## config.mk

```make
export PLATFORM = sky130hd
export DESIGN_NAME = ft245_bus_bridge
export DESIGN_NICKNAME = d
export VERILOG_FILES = /design/src/rtl/ft245_bus_bridge.sv
export SDC_FILE = /design/constraint.sdc
export NUM_CORES = 1
export LEC_CHECK = 0
export CAP_MARGIN = 15
export CORE_MARGIN = 2
export CORE_UTILIZATION = 30
export DETAILED_ROUTE_END_ITERATION = 16
export MAX_ROUTING_LAYER = met4
export PLACE_DENSITY = 0.63
export SYNTH_ARGS = -nofsm -noshare
export SYNTH_HDL_FRONTEND = slang
export SYNTH_SLANG_ARGS = --single-unit
```

## constraint.sdc

```tcl
create_clock -name clk -period 2.7 [get_ports clk]
set_input_delay 0.54 -clock clk [delete_from_list [all_inputs] [get_ports clk]]
set_output_delay 0.54 -clock clk [all_outputs]
set_load 0.05 [all_outputs]
```

## src/rtl/ft245_bus_bridge.sv

```systemverilog
// ft245_bus_bridge
//   Sequenced bridge between the 68000 bus and an FT245 USB FIFO. The CPU side
//   supplies already-decoded selects for serial in (rx), serial out (tx) and
//   serial status. The bridge times the FT245 _rd / wr strobes, waits for _txe
//   on writes (with a timeout), returns read data or status, and holds _dtack
//   low only once the access has really completed.
// Ports
//   clk, reset          system clock, synchronous active-high reset
//   _as, _ds, rw        CPU strobes (async, active low) and read/write
//   sel_rx/tx/stat      decoded region selects, stable while _as is low
//   cpu_din, cpu_dout   CPU write data in / read data out
//   cpu_doe             drive enable for cpu_dout
//   _rdf, _txe          FT245 rx-available / tx-space flags (async, active low)
//   ft_din, ft_dout     FT245 data bus in / out
//   ft_doe              drive enable for ft_dout
//   _rd, wr             FT245 read strobe (active low), write strobe (active high)
//   _dtack              access complete to the CPU, active low
//   tx_drop             sticky: a tx byte was dropped on _txe timeout
module ft245_bus_bridge #(
  parameter int RD_CYCLES   = 3,
  parameter int WR_CYCLES   = 2,
  parameter int REC_CYCLES  = 2,
  parameter int TXE_TIMEOUT = 255
) (
  input  logic       clk,
  input  logic       reset,
  input  logic       _as,
  input  logic       _ds,
  input  logic       rw,
  input  logic       sel_rx,
  input  logic       sel_tx,
  input  logic       sel_stat,
  input  logic [7:0] cpu_din,
  output logic [7:0] cpu_dout,
  output logic       cpu_doe,
  input  logic       _rdf,
  input  logic       _txe,
  input  logic [7:0] ft_din,
  output logic [7:0] ft_dout,
  output logic       ft_doe,
  output logic       _rd,
  output logic       wr,
  output logic       _dtack,
  output logic       tx_drop
);

  localparam logic [2:0] S_IDLE   = 3'd0;
  localparam logic [2:0] S_RD     = 3'd1;
  localparam logic [2:0] S_WSETUP = 3'd2;
  localparam logic [2:0] S_WPULSE = 3'd3;
  localparam logic [2:0] S_WHOLD  = 3'd4;
  localparam logic [2:0] S_ACK    = 3'd5;
  localparam logic [2:0] S_REC    = 3'd6;

  // Terminal counts: each timed state lasts exactly N cycles.
  localparam logic [7:0] RD_LAST  = 8'(RD_CYCLES - 1);
  localparam logic [7:0] WR_LAST  = 8'(WR_CYCLES - 1);
  localparam logic [7:0] REC_LAST = 8'(REC_CYCLES - 1);
  localparam logic [7:0] TO_LAST  = 8'(TXE_TIMEOUT - 1);

  logic [1:0] r_as_sync, r_ds_sync, r_rdf_sync, r_txe_sync;
  logic [2:0] r_state;
  logic [7:0] r_cnt;
  logic       r_rw;
  logic [7:0] r_cpu_dout, r_ft_dout;
  logic       r_cpu_doe, r_ft_doe, r_rd_n, r_wr, r_dtack_n, r_tx_drop;

  logic w_as_s, w_ds_s, w_rdf_s, w_txe_s;
  logic w_accept, w_drop_set, w_drop_clr;

  assign w_as_s  = r_as_sync[1];
  assign w_ds_s  = r_ds_sync[1];
  assign w_rdf_s = r_rdf_sync[1];
  assign w_txe_s = r_txe_sync[1];

  always_comb begin
    w_accept   = 1'b0;
    w_drop_set = 1'b0;
    w_drop_clr = 1'b0;
    w_accept   = (r_state == S_IDLE) && !w_as_s && !w_ds_s &&
                 (sel_rx || sel_tx || sel_stat);
    w_drop_set = (r_state == S_WSETUP) && w_txe_s && (r_cnt == TO_LAST);
    // Only a status read (stat selected alone after priority) clears the flag.
    w_drop_clr = w_accept && !sel_rx && !sel_tx && rw;
  end

  always_ff @(posedge clk) begin
    if (reset) begin
      r_as_sync  <= 2'b11;
      r_ds_sync  <= 2'b11;
      r_rdf_sync <= 2'b11;
      r_txe_sync <= 2'b11;
      r_state    <= S_IDLE;
      r_cnt      <= 8'd0;
      r_rw       <= 1'b1;
      r_cpu_dout <= 8'h00;
      r_ft_dout  <= 8'h00;
      r_cpu_doe  <= 1'b0;
      r_ft_doe   <= 1'b0;
      r_rd_n     <= 1'b1;
      r_wr       <= 1'b0;
      r_dtack_n  <= 1'b1;
      r_tx_drop  <= 1'b0;
    end else begin
      r_as_sync  <= {r_as_sync[0], _as};
      r_ds_sync  <= {r_ds_sync[0], _ds};
      r_rdf_sync <= {r_rdf_sync[0], _rdf};
      r_txe_sync <= {r_txe_sync[0], _txe};
      // Set takes precedence over clear.
      r_tx_drop  <= w_drop_set | (r_tx_drop & ~w_drop_clr);

      case (r_state)
        S_IDLE: begin
          if (w_accept) begin
            r_rw  <= rw;
            r_cnt <= 8'd0;
            if (sel_rx) begin
              if (rw && !w_rdf_s) begin
                r_state <= S_RD;
                r_rd_n  <= 1'b0;
              end else begin
                r_state   <= S_ACK;
                r_dtack_n <= 1'b0;
                r_cpu_doe <= rw;
                if (rw) r_cpu_dout <= 8'hFF;   // FIFO empty
              end
            end else if (sel_tx) begin
              if (rw) begin
                r_state    <= S_ACK;
                r_dtack_n  <= 1'b0;
                r_cpu_doe  <= 1'b1;
                r_cpu_dout <= 8'hFF;
              end else begin
                r_state   <= S_WSETUP;
                r_ft_dout <= cpu_din;
                r_ft_doe  <= 1'b1;
              end
            end else begin
              r_state   <= S_ACK;
              r_dtack_n <= 1'b0;
              r_cpu_doe <= rw;
              if (rw) r_cpu_dout <= {5'b0, r_tx_drop, ~w_txe_s, ~w_rdf_s};
            end
          end
        end
        S_RD: begin
          if (r_cnt == RD_LAST) begin
            r_rd_n     <= 1'b1;
            r_cpu_dout <= ft_din;
            r_state    <= S_ACK;
            r_dtack_n  <= 1'b0;
            r_cpu_doe  <= r_rw;
          end else begin
            r_cnt <= r_cnt + 8'd1;
          end
        end
        S_WSETUP: begin
          if (!w_txe_s) begin
            r_state <= S_WPULSE;
            r_wr    <= 1'b1;
            r_cnt   <= 8'd0;
          end else if (r_cnt == TO_LAST) begin
            r_ft_doe  <= 1'b0;
            r_state   <= S_ACK;
            r_dtack_n <= 1'b0;
            r_cpu_doe <= r_rw;
          end else begin
            r_cnt <= r_cnt + 8'd1;
          end
        end
        S_WPULSE: begin
          if (r_cnt == WR_LAST) begin
            r_wr    <= 1'b0;
            r_state <= S_WHOLD;
          end else begin
            r_cnt <= r_cnt + 8'd1;
          end
        end
        S_WHOLD: begin
          r_ft_doe  <= 1'b0;
          r_state   <= S_ACK;
          r_dtack_n <= 1'b0;
          r_cpu_doe <= r_rw;
        end
        S_ACK: begin
          // An aborted cycle already has as_s high, so this exits at once.
          if (w_as_s) begin
            r_dtack_n <= 1'b1;
            r_cpu_doe <= 1'b0;
            r_state   <= S_REC;
            r_cnt     <= 8'd0;
          end
        end
        S_REC: begin
          if (r_cnt == REC_LAST) r_state <= S_IDLE;
          else                   r_cnt   <= r_cnt + 8'd1;
        end
        default: r_state <= S_IDLE;
      endcase
    end
  end

  assign cpu_dout = r_cpu_dout;
  assign cpu_doe  = r_cpu_doe;
  assign ft_dout  = r_ft_dout;
  assign ft_doe   = r_ft_doe;
  assign _rd      = r_rd_n;
  assign wr       = r_wr;
  assign _dtack   = r_dtack_n;
  assign tx_drop  = r_tx_drop;

endmodule

```

Yosys cells after proc, flatten, opt, wreduce, memory -nomap -nowiden
Index checks and enable logic that the tools add are counted.
{ "op_classes": {"addsub": 1, "eq_ne": 29, "n_mux": 60, "bitwise_logic": 7, "n_reduce_logical": 32} }
{ "ops": {"columns": ["operator", "count"], "rows": [
  ["$mux 8", 13],
  ["$pmux 8 s5", 1],
  ["$mux 3", 11],
  ["$mux 1", 28],
  ["$ne 2x2->1 const B", 13],
  ["$pmux 3 s7", 1],
  ["$pmux 8 s2", 1],
  ["$reduce_and 5->1", 3],
  ["$reduce_and 6->1", 2],
  ["$pmux 1 s5", 2],
  ["$reduce_bool 5->1", 2],
  ["$eq 3x3->1 const B", 3],
  ["$logic_and 1x1->1", 9],
  ["$add 8x1->8 const B", 1],
  ["$eq 8x1->1 const B", 1],
  ["$eq 8x2->1 const B", 1],
  ["$eq 8x8->1 const B", 1],
  ["$ne 4x4->1 const B", 2],
  ["$reduce_and 8->1", 1],
  ["$reduce_and 7->1", 1],
  ["$eq 3x2->1 const B", 2],
  ["$ne 3x3->1 const B", 2],
  ["$logic_not 1->1", 5],
  ["$not 1->1", 5],
  ["other kinds (14)", 18]
]} }
{ "totals": {"ff_bits": 42, "in_bits": 26, "out_inout_bits": 22, "elab_cells": 144} }

Longest topological paths before layout
{ "logic_depth": {"depth_word": 10, "ltp_mapped": 7, "ltp_nobuf": 7} }

Least setup slack after synthesis
No wires, ideal clock.
{ "synth_timing": {"path_kind": "input-to-reg", "startpoint": "input sel_rx", "endpoint": "register r_cnt[7]", "setup_time_ns": 0.096, "t_arrival_ns": 2.155, "required_ns": 2.604, "setup_slack_ns": 0.449, "stages": 6, "n_path_buf": 1, "cell_sequence": "nor3_1 o31a_1 or3b_1 buf_2 or4_4 o41ai_2"} }
{ "synth_via": {"elab_chain_cells": 5} }
{ "synth_lines": {"columns": ["item", "line_no", "text"], "rows": [
  ["start, declared", "30", "input logic sel_rx,"],
  ["$logic_or 1x1->1 (2 in series)", "81", "(sel_rx || sel_tx || sel_stat);"],
  ["$logic_and 1x1->1", "80", "w_accept = (r_state == S_IDLE) && !w_as_s && !w_ds_s &&"],
  ["$ne 2x2->1 (no line)", null, null],
  ["$reduce_and 6->1 (no line)", null, null],
  ["end signal, assigned", "154", "r_cnt <= r_cnt + 8'd1;"],
  ["end signal, assigned", "168", "r_cnt <= r_cnt + 8'd1;"],
  ["end signal, assigned", "176", "r_cnt <= r_cnt + 8'd1;"],
  ["end, declared", "63", "logic [7:0] r_cnt;"]
]} }
Every way passes these cells.
A chain may end at the register's enable or synchronous reset.

Final worst setup path
{ "layout_timing": {"startpoint": "input sel_rx", "endpoint": "register r_cnt[3]"} }
Same word-level chain as after synthesis.

==> flow_summary.toml <==
[finish]
final_nets = 339
diodes = 0
multi_input_area_mm2 = 0.001265
areaGrowthSynthToFinish_pct = 33.85
final_layout_size_suffix_gt1_share_pct = 12.90
fin_cells = 409
final.fill_count = 733
seq_area_um2 = 840.8
final_cell_area_mm2 = 0.002934

[global_routing]
grt_use_total_pct = 14.56
antenna_found_initial = 0
grt_pass1_wl_um = 9059
grt_max_degree = 23
grt_overflow = 0
grt_pass1_vias = 1856

[place]
place_congestion = 0.8562
port_buffers = 47
place_ws_ps = 10.89
dpl-instance-area_mm2 = 0.002854
dp_cells = 402
hpwl_um = 3849

[timing]
worst_slew_margin_rel_pct = 60.12
period_needed_ps = 2399
hold_violations = 0
rsz0062_at_grt = "no"
max_freq_mhz = 416.8
fin_ws_ps = 301.0
slew_violations = 0
period_share_pct = 88.85
tns_ps = 0
setup_viol = 0
worstMarginPinSlew_ps = 593.3
finClkSkew_ps = 1.920

[pwr]
p_total_mw = 1.967
p_leak_nw = 1.064
ir_drop_uv = 413.7
power.density_mw_per_mm2 = 670.4

[critical_path]
critPathArrivalTime_ps = 2600
critPathKind = "in -> reg"
endpoint_kind = "flop"
critPathRequiredTime_ps = 2900
crit_fanout = 4
worstSetupStartpointType = "input pin"

[synthesis]
yosys_most_used_dff = "dfxtp_1"
synth_async_sr_flop_share_pct = 0
synth_top_area_share_pct = 38.36
synth_nets = 283
yosysWarnings = 0
synth_common_cells = "dfxtp_1 (42), nor2_1 (31), a21oi_1 (13)"
synth.most_common_cell = "dfxtp_1"
syn_inst = 254
yosysTopAreaCell = "dfxtp_1"
synth.cell_area_mm2 = 0.002192
synth-seq-area-share_pct = 38.36
synth_cell_types = 55
synth.ff_latch_count = 42
synth-edff-count = 0
synthTopCellsByArea = "dfxtp_1 (38%), nor2_1 (5.3%), mux2i_1 (5.0%)"
syn_avg_cell_area_um2 = 8.630

[clocking]
clkTransAtPathRegs_ps = 80
numCtsBuffers = 5
cts.htree.levels = 2
cts_tree = "yes"
cts.sinks = 42
ctsHoldBuffers = 0
cts_root_buf = "clkbuf_8"
cts_setup_buffers = 0
clk_path_buf_depth = 2
clkLatencyLatePin_ps = 290
ctsResizeCount = 0

[flow_run]
drv_cap = 0

[route]
vias = 2070
wl_per_cell_um = 13.35
routed_wl_um = 5461
drt_first_iter_violations = 56
viasPerCell = 5.061
dr.pass1.iters = 5
drtAntennaViolNets = 0
drc = 0

[status]
outcome = "complete, no violations"

[die]
fp-row-count = 31
core_area_mm2 = 0.007176
start_util_pct = 30.55
io_pins = 48
chipWidth_um = 89.48
dieHeight_um = 89.48
dieArea_mm2 = 0.008007

[min_path]
min_path_type = "reg -> reg"
critical path: stages:
cell             delay (ps)
clkdlybuf4s50_1         480
nor3_1                   80
o31a_1                  260
or3b_1                  400
or4_4                   560
o41ai_2                 280
routing by layer:
layer	wire (um)	GRT usage [%]	share of wire, %	up-vias
li1	-	-	-	1071
met2	2434	20.54	45	36
met1	2811	21.51	51	958
met5	0	-	0	-
met3	157	2.216	2.9	5
met4	58	3.799	1.1	0
through the flow:
stage | hold WS, ps | utilization, %
3_5_place_dp | 396.3 | 39.77
6_report | 413.8 | 40.89
3_3_place_gp | 394.8 | 39.77
4_1_cts | 416.3 | 40.89
2_1_floorplan | 389.5 | -
5_1_grt | 426.8 | 40.89
where the power goes:
part           internal (mW)  switching, mW  total [mW]
sequential             0.663         0.0505       0.714
combinational          0.364          0.497       0.861
clock                  0.178          0.215       0.393
registers in the layout, summed over array words and instances, names as in the netlist:
signal	flops
cpu_dout	8
ft_dout	8
r_cnt	8
r_state	3
r_as_sync	2
r_ds_sync	2
r_rdf_sync	2
r_txe_sync	2
_dtack	1
_rd	1
cpu_doe	1
ft_doe	1
r_rw	1
tx_drop	1
wr	1
worst paths after layout:
path	startpoint	endpoint	cells after the start	slack [ps]
setup / recovery	sel_rx	r_cnt[3]	6	300
hold reg to reg	r_rdf_sync[0]	r_rdf_sync[1]	1	410
setup reg to reg	r_state[1]	r_cnt[3]	6	360
hold / removal	r_rdf_sync[0]	r_rdf_sync[1]	1	410
cells by family after synthesis:
logic type | after synthesis | share of synthesized area, %
muxes | 12 | 5.537
adders and majority gates | 3 | 1.713
buffers and inverters | 22 | 3.938
DFF | 42 | 38.36
AOI/OAI and AO/OA | 69 | 22.72
and+or+nand+nor | 106 | 27.74
placed cells by master, fill, tap and decap left out, types with 2 or more instances in the layout:
cell type / Yosys / routed
o31ai_1: 3 / 3
and2_1: 3 / 3
o21ai_1: 3 / 3
and3_1: 2 / 2
nand2b_1: 4 / 4
buf_4: 0 / 17
ha_1: 3 / 3
and4_1: 2 / 2
a21oi_1: 13 / 13
or3_1: 3 / 3
or2_2: 9 / 9
o41ai_2: 2 / 2
a311oi_1: 2 / 2
dfxtp_1: 42 / 42
a41oi_1: 2 / 2
nand2_1: 9 / 9
o22ai_1: 3 / 3
inv_1: 7 / 7
a211oi_1: 9 / 9
nor3_1: 5 / 5
nand4_1: 5 / 5
clkbuf_8: 0 / 5
nand3_1: 7 / 7
nor2_1: 31 / 31
a31oi_1: 4 / 4
nor4bb_1: 2 / 2
nor4_1: 3 / 3
or4b_1: 2 / 2
or4_1: 2 / 2
o41ai_1: 2 / 2
clkdlybuf4s50_1: 0 / 47
nand3b_1: 5 / 5
nor3b_1: 3 / 3
mux2i_1: 11 / 11
or3b_2: 2 / 2
o311ai_1: 3 / 3
o21ai_0: 12 / 12
a32oi_1: 2 / 2
final cells by class:
cell class              count  share of cell area [%]
repair buffers             64                   20.38
clock buffers               6                   2.473
inverters                   7                  0.8955
flip-flops and latches     42                   28.66
clock inverters             1                  0.2559
well taps                  99                   4.222
multi-input cells         190                   43.11
Note: power is estimated with default switching activity, not from simulation.
